`config.mk`:
```
export PLATFORM = sky130hd
export DESIGN_NAME = simon_key_scheduler
export DESIGN_NICKNAME = d
export VERILOG_FILES = /design/src/rtl/simon_pkg.sv /design/src/rtl/rightCircShift.sv /design/src/rtl/simon_key_step.sv /design/src/rtl/simon_key_scheduler.sv
export SDC_FILE = /design/constraint.sdc
export NUM_CORES = 1
export LEC_CHECK = 0
export CAP_MARGIN = 5
export CORE_UTILIZATION = 35
export DETAILED_ROUTE_END_ITERATION = 8
export DONT_BUFFER_PORTS = 1
export PLACE_DENSITY = 0.45
export SLEW_MARGIN = 20
export SYNTH_ARGS = -nofsm -noshare
export SYNTH_HDL_FRONTEND = slang
export SYNTH_SLANG_ARGS = --single-unit
```
`constraint.sdc`:
```
create_clock -name clk -period 5.1 [get_ports clk]
set_clock_uncertainty 0.1 [all_clocks]
set_input_delay 1.275 -clock clk [delete_from_list [all_inputs] [get_ports clk]]
set_output_delay 1.275 -clock clk [all_outputs]
set_load 0.03 [all_outputs]
```
`src/rtl/simon_pkg.sv`:
```
// Shared constants and state encoding for the SIMON32/64 key expansion.
package simon_pkg;

  localparam int N = 16;
  localparam int M = 4;
  localparam int T = 32;

  // Symbol i of the z0 sequence lives at bit 61-i (leftmost character is bit 61).
  localparam logic [61:0]  Z0 = 62'b11111010001001010110000111001101111101000100101011000011100110;
  localparam logic [N-1:0] C  = 16'hFFFC;

  typedef enum logic {
    IDLE = 1'b0,
    RUN  = 1'b1
  } state_t;

endpackage

```
`src/rtl/rightCircShift.sv`:
```
// Fixed-amount right circular shift of a WIDTH-bit word.
module rightCircShift #(
  parameter int WIDTH = 16,
  parameter int SHIFT = 1
) (
  input  logic [WIDTH-1:0] i_data,
  output logic [WIDTH-1:0] o_data
);

  assign o_data = (i_data >> SHIFT) | (i_data << (WIDTH - SHIFT));

endmodule

```
`src/rtl/simon_key_step.sv`:
```
// One SIMON32/64 key-expansion step: derives the next window word from w0, w1, w3 and z.
module simon_key_step
  import simon_pkg::*;
(
  input  logic [N-1:0] i_w0,
  input  logic [N-1:0] i_w1,
  input  logic [N-1:0] i_w3,
  input  logic         i_z,
  output logic [N-1:0] o_new
);

  logic [N-1:0] w_ror3;
  logic [N-1:0] w_tmp;
  logic [N-1:0] w_ror1;

  rightCircShift #(.WIDTH(N), .SHIFT(3)) u_ror3 (
    .i_data (i_w3),
    .o_data (w_ror3)
  );

  assign w_tmp = w_ror3 ^ i_w1;

  rightCircShift #(.WIDTH(N), .SHIFT(1)) u_ror1 (
    .i_data (w_tmp),
    .o_data (w_ror1)
  );

  assign o_new = C ^ {{(N-1){1'b0}}, i_z} ^ i_w0 ^ w_tmp ^ w_ror1;

endmodule

```
`src/rtl/simon_key_scheduler.sv`:
```
// Streams the 32 SIMON32/64 round keys over valid/ready from a latched 64-bit master key.
module simon_key_scheduler
  import simon_pkg::*;
(
  input  logic           clk,
  input  logic           rst_n,
  input  logic           i_start,
  input  logic           i_abort,
  input  logic [4*N-1:0] i_key,
  output logic           o_busy,
  output logic           o_rk_valid,
  input  logic           i_rk_ready,
  output logic [N-1:0]   o_rk_data,
  output logic [4:0]     o_rk_index,
  output logic           o_rk_last,
  output logic           o_done
);

  state_t       r_state;
  logic [N-1:0] r_w0, r_w1, r_w2, r_w3;
  logic [4:0]   r_index;
  logic         r_valid;
  logic         r_busy;
  logic         r_last;
  logic         r_done;

  logic         w_handshake;
  logic [5:0]   w_zIdx;
  logic         w_z;
  logic [N-1:0] w_new;

  assign w_handshake = r_valid & i_rk_ready;
  assign w_zIdx      = 6'd61 - {1'b0, r_index};
  assign w_z         = Z0[w_zIdx];

  simon_key_step u_step (
    .i_w0  (r_w0),
    .i_w1  (r_w1),
    .i_w3  (r_w3),
    .i_z   (w_z),
    .o_new (w_new)
  );

  // Abort takes priority over both start (in IDLE) and a same-cycle handshake (in RUN).
  always_ff @(posedge clk or negedge rst_n) begin
    if (!rst_n) begin
      r_state <= IDLE;
      r_w0    <= '0;
      r_w1    <= '0;
      r_w2    <= '0;
      r_w3    <= '0;
      r_index <= '0;
      r_valid <= 1'b0;
      r_busy  <= 1'b0;
      r_last  <= 1'b0;
      r_done  <= 1'b0;
    end else begin
      r_done <= 1'b0;
      case (r_state)
        IDLE: begin
          if (i_start && !i_abort) begin
            r_w0    <= i_key[N-1:0];
            r_w1    <= i_key[2*N-1:N];
            r_w2    <= i_key[3*N-1:2*N];
            r_w3    <= i_key[4*N-1:3*N];
            r_index <= '0;
            r_last  <= 1'b0;
            r_valid <= 1'b1;
            r_busy  <= 1'b1;
            r_state <= RUN;
          end
        end
        RUN: begin
          if (i_abort) begin
            r_state <= IDLE;
            r_valid <= 1'b0;
            r_busy  <= 1'b0;
            r_last  <= 1'b0;
          end else if (w_handshake) begin
            if (r_index == 5'(T-1)) begin
              r_state <= IDLE;
              r_valid <= 1'b0;
              r_busy  <= 1'b0;
              r_last  <= 1'b0;
              r_done  <= 1'b1;
            end else begin
              r_w0    <= r_w1;
              r_w1    <= r_w2;
              r_w2    <= r_w3;
              r_w3    <= w_new;
              r_index <= r_index + 5'd1;
              r_last  <= (r_index == 5'(T-2));
            end
          end
        end
        default: r_state <= IDLE;
      endcase
    end
  end

  assign o_busy     = r_busy;
  assign o_rk_valid = r_valid;
  assign o_rk_data  = r_w0;
  assign o_rk_index = r_index;
  assign o_rk_last  = r_last;
  assign o_done     = r_done;

endmodule

```
== Word level (Yosys, flattened, before mapping) ==
Memory sizes are Yosys's and may differ from the RTL's.
Index checks and enable logic that the tools add are counted.
Widths: inputs -> output; s select.

* Add/sub/neg operators: 2
* $lt $le $gt $ge: 1
* Equal/unequal tests: 8
* Muxes and demuxes: 45
* Bitwise operators: 8
* Reduce and logical (&&, ||, !) cells: 5

{| class="wikitable"
|+ Operators with widths
! kind !! number
|-
| $mux 16 || 16
|-
| $pmux 16 s2 || 4
|-
| $xor 16x16->16 || 4
|-
| $mux 5 || 4
|-
| $mux 1 || 17
|-
| $or 13x16->16 || 1
|-
| $or 15x16->16 || 1
|-
| $eq 5x5->1 const B || 2
|-
| $pmux 5 s2 || 1
|-
| $lt 6x7->1 const B || 1
|-
| $ne 2x2->1 const B || 3
|-
| $ne 3x2->1 const B || 2
|-
| $pmux 1 s2 || 3
|-
| $sub 6x5->6 const A || 1
|-
| $add 5x1->5 const B || 1
|-
| $reduce_and 4->1 || 1
|-
| $reduce_and 3->1 || 1
|-
| $ne 2x1->1 const B || 1
|-
| $reduce_and 2->1 || 1
|-
| $and 1x1->1 || 1
|-
| $logic_and 1x1->1 || 1
|-
| $logic_not 1->1 || 1
|-
| $not 1->1 || 1
|}

* Register bits: 73
* Memory bits (read-only): 64
* Word-level logic and storage cells: 79
* Memories: 1

{| class="wikitable"
|+ Memory list
! name !! words !! width !! rd ports !! clocked after Yosys merged registers in !! write ports !! line !! text
|-
| (no name shown) || 64 || 1 || 1 || 0 || 0 || simon_key_scheduler.sv:34 || <nowiki>assign w_z = Z0[w_zIdx];</nowiki>
|}

== Logic depth before layout (Yosys ltp) ==
* Depth after elaboration: 10
* Gate-level depth with buffers: 10

== By module ==
Synthesis repeated with hierarchy kept, for this count alone.

* Cells, all modules: 445
* Area, all modules: 4,390.5 um2

{| class="wikitable"
|+ Modules (own cells, without submodules)
! module !! times used !! cells each !! area an instance (um2)
|-
| simon_key_scheduler || 1 || 365 || 3,716.1
|-
| simon_key_step || 1 || 48 || 434.2
|-
| rightCircShift || 2 || 16 || 120.1
|}

== Worst setup path before layout ==
Ideal clock, no wire load.

* Kind: reg2reg
* From: reg r_index[1] (netlist: o_rk_index[1])
* To: reg r_w3[0]
* Library setup time: 126 ps
* Data arrival time: 2,287 ps
* Setup slack: 2,587 ps
* Cell stages (with the launch flop): 8
* Clock period less this slack: 2,513 ps
* Cells stage by stage: dfrtp_1 ha_1 xnor2_2 mux4_2 mux2i_1 a21oi_1 xnor2_1 a221o_1

* Word-level cells in the longest chain between the ends: 10
* Elaborated cells between the ends (all ways): 13

{| class="wikitable"
|+ RTL lines
! what !! line !! text
|-
| from (decl) || simon_key_scheduler.sv:21 || <nowiki>logic [4:0] r_index;</nowiki>
|-
| from (signal assigned) || simon_key_scheduler.sv:91 || <nowiki>r_index <= r_index + 5'd1;</nowiki>
|-
| $sub 6x5->6 || simon_key_scheduler.sv:33 || <nowiki>assign w_zIdx = 6'd61 - {1'b0, r_index};</nowiki>
|-
| $mem_v2 64x1 || - ||
|-
| $mux 1 (not written as such) || simon_key_scheduler.sv:34 ||
|-
| $xor 16x16->16 (3 in a row) || simon_key_step.sv:28 || <nowiki>assign o_new = C ^ {{(N-1){1'b0}}, i_z} ^ i_w0 ^ w_tmp ^ w_ror1;</nowiki>
|-
| $mux 16 || simon_key_scheduler.sv:80 || <nowiki>if (r_index == 5'(T-1)) begin</nowiki>
|-
| $mux 16 || simon_key_scheduler.sv:79 || <nowiki>end else if (w_handshake) begin</nowiki>
|-
| $mux 16 || simon_key_scheduler.sv:74 || <nowiki>if (i_abort) begin</nowiki>
|-
| $pmux 16 s2 || simon_key_scheduler.sv:59 || <nowiki>case (r_state)</nowiki>
|-
| to (signal assigned) || simon_key_scheduler.sv:65 || <nowiki>r_w3 <= i_key[4*N-1:3*N];</nowiki>
|-
| to (signal assigned) || simon_key_scheduler.sv:90 || <nowiki>r_w3 <= w_new;</nowiki>
|-
| to (decl) || simon_key_scheduler.sv:20 || <nowiki>logic [N-1:0] r_w0, r_w1, r_w2, r_w3;</nowiki>
|}

Several ways; a longest one is shown, not always the timed one. The select of a mux whose other input is x is not followed.
A chain may end at the register's enable or synchronous reset.

== Worst setup path in the final report ==
* From: reg r_index[0] (netlist: o_rk_index[0])
* To: reg r_w3[0]

Same word-level chain as after synthesis.

==> results_dict.tcl <==
set metrics [dict create \
    worst-setup-path-type "flip-flop to flip-flop" \
    ir_drop_mv 0.205 \
    fillers 1087 \
    yosysTopAreaCell "dfrtp_1" \
    nets 478 \
    place.gp.congestion 0.731 \
    gr-total-overflow 0 \
    p_total_w 0.00222 \
    syn_to_final_growth_pct 9.91 \
    cpMostUsedCell "ha_1" \
    yosys-top-cells-count "nand2_1 (85), o21ai_0 (79), dfrtp_1 (73), mux2i_1 (53), xnor2_1 (49)" \
    hold_viol_final 0 \
    seq_area_frac_synth 0.458 \
    cts_buffer_depth 2 \
    viasPerCell 4.94 \
    cp_data_arrival_time_ns 3.19 \
    synth_area_leaders "dfrtp_1 (46%), mux2i_1 (13%), xnor2_1 (11%)" \
    maxCapViolCount 0 \
    ys.flop_type "dfrtp_1" \
    slew_violations 0 \
    synth_warnings 0 \
    holdPathEnd "r_w2[1]" \
    cts-root-buf "clkbuf_16" \
    diodes 0 \
    cpMaxStageDelayCell "dfrtp_1" \
    hp-start "r_w2[1]" \
    synth_most_common_cell "nand2_1" \
    antenna_found_initial 0 \
    die_h_um 109 \
    via_count 2695 \
    grt_pass1_wl_um 14500 \
    hold_slack_ns 0.380 \
    worstHoldPathCells 2 \
    synth.top_cell.area_share 0.458 \
    timing.setup.tns_ns 0 \
    drt_iter0_markers 126 \
    r2r_slack_ns 2.03 \
    place_area_mm2 0.00407 \
    drt_pre_antenna_iters 6 \
    syn_inst 411 \
    power_leakage_nw 1.85 \
    hpwl_um 5950 \
    clk_latency_ns 0.34 \
    outcome "finished, final reports clean" \
    synth.distinct_cells 27 \
    numPortBuffers 0 \
    async_flop_share 1.00 \
    met3_usage 0.0562 \
    grt_pass1_vias 2741 \
    groute.usage.overall 0.165 \
    cts_made_buffers 9 \
    p_per_area_mw_per_mm2 505 \
    setup_viol 0 \
    post_cts_buffers 0 \
    r2r_cells 7 \
    cts.sinks 73 \
    start_kind "flip-flop" \
    period_needed_ns 3.07 \
    syn_area_mm2 0.00399 \
    path_cells "ha_1, and3_2, ha_1, nand2b_1, o21ai_0, nand2_8, a221o_1" \
    ys_ff_latch 73 \
    io_pins 94 \
    cts.clk_slew.worst_paths_ns 0.06 \
    grt_busiest_layer "met2" \
    fmax_ghz 0.326 \
    layout-drive-gt1-share 0.0593 \
    worst_pin_slew_ns 0.656 \
    start_util 0.363 \
    rows 38 \
    rr_endpoint "r_w3[0]" \
    slew_headroom 0.563 \
    syn-num-nets 489 \
    die_w_um 109 \
    grt_max_degree 132 \
    crit_path_end_kind "flip-flop" \
    tritoncts "done" \
    grt_use_met1 0.215 \
    coreArea_mm2 0.0110 \
    fin_area_mm2 0.00439 \
    required_ns 5.22 \
    die-area_mm2 0.0118 \
    critPathMaxFanout 131 \
    r2r-start "o_rk_index[0]" \
    finalWirelength_um 8830 \
    finalCritPeriodShare 0.601 \
    grt_setup_unrepaired "no" \
    met2_usage 0.239 \
    cts_hold_buf 0 \
    slowest_delay_ns 0.57 \
    drt-wirelength-per-cell_um 16.2 \
    drc 0 \
    antenna_left 0 \
    hold_class "flip-flop to flip-flop" \
    synth_edf_count 0 \
    cts.htree.levels 3 \
    synth.avg_cell_area_um2 9.71 \
    ctsResizeCount 0 \
]
how the worst max path moves through the flow:
stage	from	to	slack (ns)
after floorplan	o_rk_index[1]	r_w3[0]	2.59
after global placement	o_rk_index[0]	r_w3[0]	1.93
after detailed placement	o_rk_index[0]	r_w3[0]	1.88
after CTS	o_rk_index[0]	r_w3[0]	1.88
after global routing	o_rk_index[1]	r_w3[0]	1.76
final	o_rk_index[0]	r_w3[0]	2.03
state kept, by name, indices dropped and copies added, names as in the netlist:
register	cells
o_rk_index	5
o_done	1
r_w2	16
r_w3	16
o_busy	1
r_state	1
r_w1	16
o_rk_data	16
o_rk_last	1
critical path: cells and delay by family, from the launching register on:
kind	cells	cell delay (ns)
AND/OR/NAND/NOR	3	0.76
flip-flops	1	0.57
AO/OA/AOI/OAI	2	0.96
adder cells (fa/ha/maj)	2	0.54
metrics by stage:
stage          cells  worst slack, ns   util
4_1_cts          544             1.88  0.396
3_3_place_gp     528             1.93  0.371
2_1_floorplan    411             2.59      -
3_5_place_dp     528             1.88  0.371
6_report         545             2.03  0.399
5_1_grt          545             1.76  0.399
layout by cell type (no fill, tap or decap), drive strengths merged, types with 2 or more instances in the layout:
master and instances:
xor2 3, mux2i 53, nand3 5, a22o 2
mux2 2, ha 9, clkbuf 13, nand2b 3
o21ai 79, buf 2, xnor2 50, nand2 85
inv 4, clkinv 3, dfrtp 73, nor2 6
a21oi 4, nor3b 2
logic make-up (layout without fill, tap and decap cells):
logic type / Yosys count / in the layout / share of synthesized area
and+or+nand+nor: 104 / 104 / 0.105
xor gates and xnor gates: 53 / 53 / 0.118
DFF: 73 / 73 / 0.458
muxes: 56 / 56 / 0.144
adders and majority gates: 9 / 9 / 0.0282
buffers and inverters: 28 / 22 / 0.0314
AOI/OAI and AO/OA: 88 / 88 / 0.115
power breakdown:
group	switching (W)	leakage (nW)	internal [W]	total (W)
clock network	0.000245	0.139	0.000354	0.000599
logic	0.000325	0.796	0.000362	0.000687
registers	0.000213	0.915	0.000717	0.000930
layout make-up:
| cell class | instances | area [um2] | share of cell area |
|---|---|---|---|
| Clock inverter | 3 | 15.0 | 0.00342 |
| Sequential cell | 73 | 1830 | 0.417 |
| Timing Repair Buffer | 2 | 35.0 | 0.00799 |
| Clock buffer | 13 | 260 | 0.0593 |
| Inverter | 4 | 15.0 | 0.00342 |
| Tap cell | 140 | 175 | 0.0399 |
| Multi-Input combinational cell | 310 | 2050 | 0.468 |
metal layers:
metal / routed length [um] / up-vias
li1: - / 1374
met1: 4030 / 1242
met2: 3960 / 64
met3: 645 / 15
met4: 196 / 0
met5: 0 / -
Note: power is estimated with default switching activity, not from simulation.
